[config.mk]
export PLATFORM = sky130hd
export DESIGN_NAME = frame_scheduler
export DESIGN_NICKNAME = d
export VERILOG_FILES = /design/src/rtl/frame_scheduler.sv
export SDC_FILE = /design/constraint.sdc
export NUM_CORES = 1
export LEC_CHECK = 0
export ABC_AREA = 1
export ABC_CLOCK_PERIOD_IN_PS = 3100
export CAP_MARGIN = 10
export CORE_MARGIN = 5
export CORE_UTILIZATION = 45
export CTS_CLUSTER_DIAMETER = 200
export DETAILED_ROUTE_END_ITERATION = 8
export PLACE_DENSITY = 0.71
export SYNTH_ARGS = -nofsm -noshare
export SYNTH_HDL_FRONTEND = slang
export SYNTH_SLANG_ARGS = --single-unit
[constraint.sdc]
create_clock -name clock -period 3.1 [get_ports clock]
set_input_delay 0.62 -clock clock [delete_from_list [all_inputs] [get_ports clock]]
set_output_delay 0.62 -clock clock [all_outputs]
set_load 0.005 [all_outputs]
[src/rtl/frame_scheduler.sv]
// -----------------------------------------------------------------------------
// frame_scheduler
//
// Double-buffer sequencer that sits between the sprite driver, the two
// framebuffers and the screen drivers. It owns front/back buffer selection,
// clears the back buffer to CLEAR_COLOR before every draw pass, starts the
// sprite driver's draw pass and swaps buffers on the global vsync once the
// draw pass has finished.
//
// Ports (all on the rising edge of clock):
//   clock          in   pixel clock
//   reset          in   synchronous, active-high, highest priority
//   vsync          in   global vsync (same clock domain), polarity set by
//                       VSYNC_ACTIVE_LOW
//   draw_done      in   sprite driver: draw pass finished and queue empty
//   front_sel      out  displayed buffer (0 = buffer 1, 1 = buffer 2)
//   clear_we       out  per-buffer clear write enable (bit0 = buf 1, bit1 = buf 2)
//   clear_addr     out  clear write address
//   clear_data     out  clear colour (constant CLEAR_COLOR)
//   fb_resetting   out  high while a clear is writing; sprite driver must idle
//   draw_start     out  one-cycle pulse: back buffer cleared, begin drawing
//   frame_count    out  completed swaps, wraps 65535 -> 0
//   overrun_count  out  vsync events that could not swap, saturates at 255
// -----------------------------------------------------------------------------
module frame_scheduler #(
  parameter int         ADDR_W           = 19,
  parameter int         FB_PIXELS        = 307200,
  parameter logic [3:0] CLEAR_COLOR      = 4'h0,
  parameter bit         VSYNC_ACTIVE_LOW = 1'b1
) (
  input  logic              clock,
  input  logic              reset,
  input  logic              vsync,
  input  logic              draw_done,
  output logic              front_sel,
  output logic [1:0]        clear_we,
  output logic [ADDR_W-1:0] clear_addr,
  output logic [3:0]        clear_data,
  output logic              fb_resetting,
  output logic              draw_start,
  output logic [15:0]       frame_count,
  output logic [7:0]        overrun_count
);

  typedef enum logic [1:0] {
    S_INIT,
    S_CLEAR,
    S_DRAW,
    S_WAIT_VSYNC
  } state_e;

  localparam logic [ADDR_W-1:0] LAST_ADDR  = ADDR_W'(FB_PIXELS - 1);
  localparam logic              VSYNC_IDLE = VSYNC_ACTIVE_LOW;

  state_e              state_q, state_d;
  logic                vsync_q;
  logic                front_sel_q, front_sel_d;
  logic [1:0]          clear_we_q, clear_we_d;
  logic [ADDR_W-1:0]   clear_addr_q, clear_addr_d;
  logic                fb_resetting_q, fb_resetting_d;
  logic                draw_start_q, draw_start_d;
  logic [15:0]         frame_count_q, frame_count_d;
  logic [7:0]          overrun_count_q, overrun_count_d;

  logic                vs_evt;
  logic                swap;
  logic                missed;

  // Single-cycle strobe on the transition into the active vsync level.
  assign vs_evt = VSYNC_ACTIVE_LOW ? (vsync_q & ~vsync) : (~vsync_q & vsync);

  always_comb begin
    // NOTE: every signal written here gets a default first, so no path can
    // leave one unassigned and infer a latch.
    state_d         = state_q;
    front_sel_d     = front_sel_q;
    clear_we_d      = 2'b00;
    clear_addr_d    = '0;
    fb_resetting_d  = 1'b0;
    draw_start_d    = 1'b0;
    frame_count_d   = frame_count_q;
    overrun_count_d = overrun_count_q;
    swap            = 1'b0;
    missed          = 1'b0;

    // The clear outputs are computed one cycle ahead, so the registered
    // clear_we/clear_addr pair is the write actually happening this cycle.
    case (state_q)
      S_INIT, S_CLEAR: begin
        missed = vs_evt;
        if (state_q == S_INIT && !fb_resetting_q) begin
          // First cycle out of reset: start the dual-buffer clear at 0.
          clear_we_d     = 2'b11;
          fb_resetting_d = 1'b1;
        end else if (clear_addr_q == LAST_ADDR) begin
          state_d      = S_DRAW;
          draw_start_d = 1'b1;
        end else begin
          clear_we_d     = clear_we_q;
          clear_addr_d   = clear_addr_q + ADDR_W'(1);
          fb_resetting_d = 1'b1;
        end
      end
      S_DRAW: begin
        if (vs_evt && draw_done) begin
          swap = 1'b1;
        end else if (vs_evt) begin
          missed = 1'b1;
        end else if (draw_done) begin
          state_d = S_WAIT_VSYNC;
        end
      end
      S_WAIT_VSYNC: begin
        swap = vs_evt;
      end
      default: state_d = S_INIT;
    endcase

    if (swap) begin
      // The old front becomes the new back buffer, so it is the one cleared;
      // the first clear write lands in the same cycle the new front shows.
      state_d        = S_CLEAR;
      front_sel_d    = ~front_sel_q;
      frame_count_d  = frame_count_q + 16'd1;
      clear_we_d     = front_sel_q ? 2'b10 : 2'b01;
      clear_addr_d   = '0;
      fb_resetting_d = 1'b1;
    end

    if (missed && overrun_count_q != 8'hFF) begin
      overrun_count_d = overrun_count_q + 8'd1;
    end
  end

  // NOTE: sequential state uses non-blocking assignments so every register
  // samples the pre-edge values, independent of process ordering.
  always_ff @(posedge clock) begin
    if (reset) begin
      state_q         <= S_INIT;
      vsync_q         <= VSYNC_IDLE;
      front_sel_q     <= 1'b0;
      clear_we_q      <= 2'b00;
      clear_addr_q    <= '0;
      fb_resetting_q  <= 1'b0;
      draw_start_q    <= 1'b0;
      frame_count_q   <= 16'd0;
      overrun_count_q <= 8'd0;
    end else begin
      state_q         <= state_d;
      vsync_q         <= vsync;
      front_sel_q     <= front_sel_d;
      clear_we_q      <= clear_we_d;
      clear_addr_q    <= clear_addr_d;
      fb_resetting_q  <= fb_resetting_d;
      draw_start_q    <= draw_start_d;
      frame_count_q   <= frame_count_d;
      overrun_count_q <= overrun_count_d;
    end
  end

  assign front_sel     = front_sel_q;
  assign clear_we      = clear_we_q;
  assign clear_addr    = clear_addr_q;
  assign clear_data    = CLEAR_COLOR;
  assign fb_resetting  = fb_resetting_q;
  assign draw_start    = draw_start_q;
  assign frame_count   = frame_count_q;
  assign overrun_count = overrun_count_q;

endmodule

# Word-level counts from Yosys, hierarchy flattened
# Cells that the tools add are included.
# word_totals
regBits,51
word_cells,68
in_bits,4
output_inout_bits,52
# op_classes
reduce_logical,13
n_mux,22
n_eq_ne,16
n_bitwise,4
addsub,3
# ops
operator,count
two-way mux 2 bit,10
adder 19 x 1 -> 19 bit (second input constant),1
== test 19 bit (second input constant),1
adder 16 x 1 -> 16 bit (second input constant),1
inequality test 3 bit (second input constant),5
AND reduction 6 bit,2
inequality test 2 bit (second input constant),5
two-way mux 1 bit,9
adder 8 x 1 -> 8 bit (second input constant),1
inequality test 8 bit (second input constant),1
OR reduction 5 bit,1
== test 2 bit (second input constant),2
inequality test 4 bit (second input constant),1
case mux 1 bit (2 select lines),2
case mux 2 bit (2 select lines),1
OR reduction 2 bit,2
logical AND 1 bit,3
inverter 1 bit,3
nonzero test 3 bit,1
OR reduction 3 bit,1
== test 2 x 1 -> 1 bit (second input constant),1
zero test 2 bit,1
nonzero test 2 bit,1
bitwise AND 1 bit,1
zero test 1 bit,1

# Longest topological paths before layout
# Gate-level depths: netlist of the first run.
# depth
ltp_word,7
depth_mapped,9

# Worst setup path before layout of the first run
# No wires, ideal clock.
# synth_timing
path_kind,input to register
start,input port vsync
end,register frame_count_q[9] (netlist: frame_count[9])
n_path_buf,1
path_slack_ps,1606
t_arrival_ps,1375
setup_ps,119
cell_stages,7
path_cell_list,nor2_2 -> nand2_1 -> nor2_1 -> buf_4 -> nand4_1 -> o21ai_0 -> a21oi_1
# synth_via
elab_chain_len,5
# synth_rtl
item,line,text
"start, declared",33,"input logic vsync,"
inverter 1 bit *,70,assign vs_evt = VSYNC_ACTIVE_LOW ? (vsync_q & ~vsync) : (~vsync_q & vsync);
bitwise AND 1 bit *,70,
logical AND 1 bit,105,if (vs_evt && draw_done) begin
two-way mux 1 bit,105,
case mux 1 bit (2 select lines) *,88,case (state_q)
"end signal, assigned",156,frame_count_q <= frame_count_d;
"end, declared",62,"logic [15:0] frame_count_q, frame_count_d;"
# Mark *: on every way between the ends. The rest lies on a longest branch, timed or not.
# A chain may end at the register's enable or synchronous reset.

# Worst setup path in the final report of the first run
# layout_timing
start,input port vsync
end,register frame_count_q[13] (netlist: frame_count[13])
# The elaborated chain is that of the path after synthesis.

==> metrics.cfg, run 1 <==
[routing]
vias=2412
wirelength_um=5720
antenna_left=0
dr.pass1.iters=4
wl_per_cell_um=11.4
drcViolationCount=0
drt_iter0_drc=98
post_drt_via_cell_ratio=4.82

[global_route]
antenna_found_initial=0
met1_usage=0.192
grt_busiest_layer=met2
grt_pass1_vias=2325
grt_first_pass_wirelength_um=9990
grtUsageTotal=0.162
use_met3=0.0333
grt_use_met2=0.296
grt.overflow.total=0
grt_max_degree=21

[synth]
ys_ff_latch=51
yosysTopAreaCellShare=0.391
ys_seq_area_frac=0.391
yosysWarnings=0
netlist_area_mm2=0.00261
avgSynthCellArea_um2=6.94
synth_top_area_cell=dfxtp_1
syn_inst=376
ys_types=30
yosys-top-cells-area=dfxtp_1, nand2_1, nor2_1, inv_1, a21oi_1

[clock_tree]
postCtsSetupBuffers=0
clk_path_buf_depth=2
hold_buffers=0
clkTransAtPathRegs_ns=0.09
root_buffer=clkbuf_8
cts.sinks=51
cts_tree=yes
clk_latency_ns=0.29
numCtsBuffers=5
cts-resized-gates=0
h-tree-depth=2

[power]
vdd_ir_drop_max_mv=0.247
power.density_mw_per_mm2=331
leakagePower_uw=0.00111

[timing]
slew_headroom=0.637
rsz0062_at_grt=false
worst_pin_slew_ns=0.545
maxSlewViolCount=0
worst_slack_ns=1.15
fin_crit_ns=1.95
clock_skew_ns=0.00517
setup_viol=0
final_hold_viol_count=0
fin_tns_setup_ns=0
timing.final.crit_share=0.628
max_freq_ghz=0.514

[job]
maxCapViolCount=0

[setup_path]
worstSetupPathType=input port to register
path_max_fanout=20
r2r_cells=8
cp.required_ns=3.29
cp_slowest_cell=clkdlybuf4s50_1
crit_path_start_kind=input port
rrSetupSlack_ns=1.50
crit_family=simple AND/OR/NAND/NOR gates
crit_path_frequent_cell=nor2_1
crit_path_end_kind=register
r2r_start=clear_addr[0]
critPathArrivalTime_ns=2.13
worstPathCellList=clkdlybuf4s50_1 -> nor2_2 -> nand2_1 -> nor2_1 -> buf_4 -> nand3_1 -> nor2_1 -> nand3_1 -> nand2_1 -> nor2_1
critical_path.max_stage_delay_ns=0.45
regToRegEndpoint=fb_resetting
critPathLaunch=vsync
critPathBufInv=2

[floorplanning]
coreArea_mm2=0.00557
die_h_um=86.2
initial_utilization=0.468
ios=56
die_w_um=86.2
die_area_mm2=0.00743
rows=27

[final_layout]
area_growth_pct=24.1
final_cell_mix=nand2_1, nor2_1, dfxtp_1, clkdlybuf4s50_1, inv_1
final_nets=436
n_antenna_cell=0
final_common_cell=nand2_1
drive_gt1_frac=0.0607
fin_area_mm2=0.00324

[status]
status=completed

[place]
dp_worst_setup_slack_ns=0.842
gp_congestion=0.796
portBuffers=51
dpl_cell_area_mm2=0.00317
post-dp-hpwl_um=4310

[min_path]
hp-class=register to register
hold_path_startpoint=clear_addr[0]
min_to=clear_addr[0]
hold_depth=1

[final cells by class]
type / count / area [um2]
multi-input cells: 272 / 1350
fillers: 554 / 2330
flip-flops and latches: 51 / 1020
well taps: 72 / 90.1
inverters: 45 / 169
repair buffers: 54 / 533
clock buffers: 6 / 72.6
[sequential cells by signal (all words and copies together) (netlist names)]
| name | flops |
|---|---|
| clear_addr | 19 |
| frame_count | 16 |
| overrun_count | 8 |
| clear_we | 2 |
| state_q | 2 |
| draw_start | 1 |
| fb_resetting | 1 |
| front_sel | 1 |
| vsync_q | 1 |
[cells in the mapped netlist]
cell       n
a21oi_1   30
a21oi_2    1
a31oi_1    1
buf_2      3
buf_4      6
buf_8      1
clkbuf_1   1
conb_1     1
dfxtp_1   51
ha_1       3
inv_1     45
nand2_1   88
nand2_2    3
nand3_1   20
nand3_2    2
nand3_4    2
nand4_1    5
nor2_1    59
nor2_2     2
nor2_4     2
nor3_1     9
nor3_2     1
nor3b_2    2
nor4_1     1
o21ai_0   15
o21ai_2    1
or2_0      2
or2_2      2
xnor2_1    8
xor2_1     9
[metrics by stage]
step                utilization  instances  hold WS [ns]  total power, uW
global placement          0.568        494         0.451              739
finish                    0.581        500         0.476             1070
global route              0.581        500         0.508             1120
detailed placement        0.568        494         0.457              740
floorplan                     -        379         0.443              720
CTS                       0.581        500         0.478             1090
[layer usage]
metal | vias up | part of all wire
met5 | - | 0
met2 | 41 | 0.51
met1 | 1087 | 0.45
met3 | 2 | 0.038
li1 | 1282 | -
met4 | 0 | 0.0059
[worst max path at each step]
stage	to	slack, ns	cells past startpoint
5_1_grt	frame_count[13]	1.01	10
3_5_place_dp	frame_count[13]	0.84	10
3_3_place_gp	frame_count[13]	0.88	10
2_1_floorplan	frame_count[9]	1.61	7
4_1_cts	clear_addr[3]	1.15	1
6_report	frame_count[13]	1.15	10
[cell families after synthesis]
| kind of cell | synth area share |
|---|---|
| AND/OR/NAND/NOR | 0.346 |
| buffers and inverters | 0.0949 |
| flip-flops | 0.391 |
| AO/OA/AOI/OAI | 0.0954 |
| XOR/XNOR | 0.0570 |
| adder cells (fa/ha/maj) | 0.0144 |
| other | 0.00144 |
[report_power, final]
part           leakage (uW)  switching, uW  internal, uW
clock network     0.0000371            199           151
registers          0.000413           5.54           661
logic              0.000660           32.9          24.0
total               0.00111            237           837
Power figures use the tool's default switching activity.
==> run 2, diff against run 1 <==
- ABC_CLOCK_PERIOD_IN_PS: 3100 -> 1830
- clock period: 3.1 -> 1.83 ns (I/O delays scaled with it)
==> metrics.cfg, run 2 (synthesis results as in run 1) <==
[status]
status=completed

[clock_tree]
cts.sinks=51  ; unchanged
clk_latency_ns=0.29  ; about the same
clkTransAtPathRegs_ns=0.09  ; about the same
numCtsBuffers=5  ; unchanged
hold_buffers=0  ; unchanged
clk_path_buf_depth=2  ; unchanged
h-tree-depth=2  ; unchanged
postCtsSetupBuffers=0  ; unchanged
cts_tree=yes
root_buffer=clkbuf_8
cts-resized-gates=0  ; unchanged

[floorplanning]
die_h_um=86.2  ; unchanged
die_w_um=86.2  ; unchanged
ios=56  ; unchanged
initial_utilization=0.468  ; unchanged
die_area_mm2=0.00743  ; unchanged
rows=27  ; unchanged
coreArea_mm2=0.00557  ; unchanged

[global_route]
grt_busiest_layer=met2
grt_first_pass_wirelength_um=10100  ; +0.69%
grt_use_met2=0.289  ; -0.00701
grt_pass1_vias=2306  ; -0.82%
met1_usage=0.199  ; +0.00700
use_met3=0.0304  ; -0.00285
grt_max_degree=20  ; -4.8%
antenna_found_initial=0  ; unchanged
grt.overflow.total=0  ; unchanged
grtUsageTotal=0.163  ; +0.000757

[power]
fin_total_pwr_uw=1930  ; +80%
leakagePower_uw=0.00114  ; +3.1%
power.density_mw_per_mm2=587  ; +77%
vdd_ir_drop_max_mv=0.370  ; +50%

[min_path]
hp-class=register to register
hold_depth=1  ; unchanged

[routing]
post_drt_via_cell_ratio=4.81  ; -0.28%
wirelength_um=5770  ; +1.0%
drt_iter0_drc=96  ; -2.0%
antenna_left=0  ; unchanged
drcViolationCount=0  ; unchanged
vias=2434  ; +0.91%
wl_per_cell_um=11.4  ; -0.17%
dr.pass1.iters=4  ; unchanged

[setup_path]
critical_path.max_stage_delay_ns=0.57  ; +0.12 ns
path_max_fanout=6  ; -70%
crit_path_start_kind=register
critPathArrivalTime_ns=1.32  ; -0.81 ns
crit_path_end_kind=primary output
r2r_cells=8  ; unchanged
cp.required_ns=1.46  ; -1.83 ns
crit_family=buffers and inverters
crit_cells=1  ; -9
critPathBufInv=1  ; -1
worstSetupPathType=register to primary output
cp_slowest_cell=clkdlybuf4s50_1
worstPathCellList=clkdlybuf4s50_1
rrSetupSlack_ns=0.25  ; -1.25 ns

[timing]
rsz0062_at_grt=false
maxSlewViolCount=0  ; unchanged
fin_crit_ns=1.69
hold_ws_ns=0.473  ; -0.00240 ns
timing.final.crit_share=0.921
setup_viol=0  ; unchanged
clock_skew_ns=0.00295  ; -0.00222 ns
max_freq_ghz=0.593
final_hold_viol_count=0  ; unchanged

[final_layout]
final_common_cell=nand2_1
largest_reg_flops=19  ; unchanged
final_cell_mix=nand2_1, nor2_1, dfxtp_1, clkdlybuf4s50_1, inv_1
final_nets=440  ; +0.92%
finalNonFillerCells=506  ; +1.2%
area_growth_pct=26.3
drive_gt1_frac=0.0737  ; +0.0130
n_antenna_cell=0  ; unchanged

[job]
maxCapViolCount=0  ; unchanged

[place]
portBuffers=51  ; unchanged
post-dp-hpwl_um=4430  ; +2.7%
dp_cells=498  ; +0.81%
gp_congestion=0.842  ; +5.8%

-- run 2: changes by cell type in the layout (fill, tap and decap cells not counted), sizes merged --
cell / before / now
clkbuf: 6 / 8
buf: 3 / 7
-- run 2: cell type report --
class,instances,area [um2]
fill,540,2280
multi-input combinational,272,1350
sequential,51,1020
timing repair buffer,58,563
inverter,45,169
clock buffer,8,100
tap,72,90.1
-- run 2: path summary, 6_finish.rpt --
| check | start | endpoint |
|---|---|---|
| worst max-delay path | clear_addr[3] | clear_addr[3] |
| worst min-delay path | clear_addr[0] | clear_addr[0] |
| worst max register to register | clear_addr[0] | fb_resetting |
| worst min register to register | clear_addr[0] | clear_addr[0] |
-- run 2: routing by layer --
metal	vias up	share of wire
li1	1294	-
met4	0	0.013
met5	-	0
met2	48	0.49
met3	7	0.039
met1	1085	0.46
-- run 2: where the power goes --
group          leakage [uW]  switching, uW  total (uW)  internal (uW)
Clock             0.0000515            355         700            346
Combinational      0.000680           57.1         103           45.7
Sequential         0.000413           10.3        1130           1120
Total               0.00114            422        1930           1510
-- run 2: through the flow --
stage / setup TNS [ns] / worst slack, ns / utilization / area, um2
2_1_floorplan: 0 / 0.373 / - / 2620
3_3_place_gp: -0.102 / -0.0515 / 0.574 / 3200
3_5_place_dp: -0.235 / -0.0711 / 0.574 / 3200
4_1_cts: 0 / 0.132 / 0.591 / 3300
5_1_grt: 0 / 0.0564 / 0.591 / 3300
6_report: 0 / 0.145 / 0.591 / 3300
-- run 2: worst register-to-register path: stages, from the launching register on --
cell and delay (ns):
dfxtp_1 0.38, ha_1 0.25, nand3_2 0.14, nor2_4 0.25, nand3_4 0.14, nand2_1 0.10
nand2_1 0.08, o21ai_2 0.11, inv_1 0.04
==> run 3, diff against run 2 <==
- SLEW_MARGIN: not set -> 20
==> results of run 3 <==
The final DEF is identical to that of run 2; final timing and power are the same.
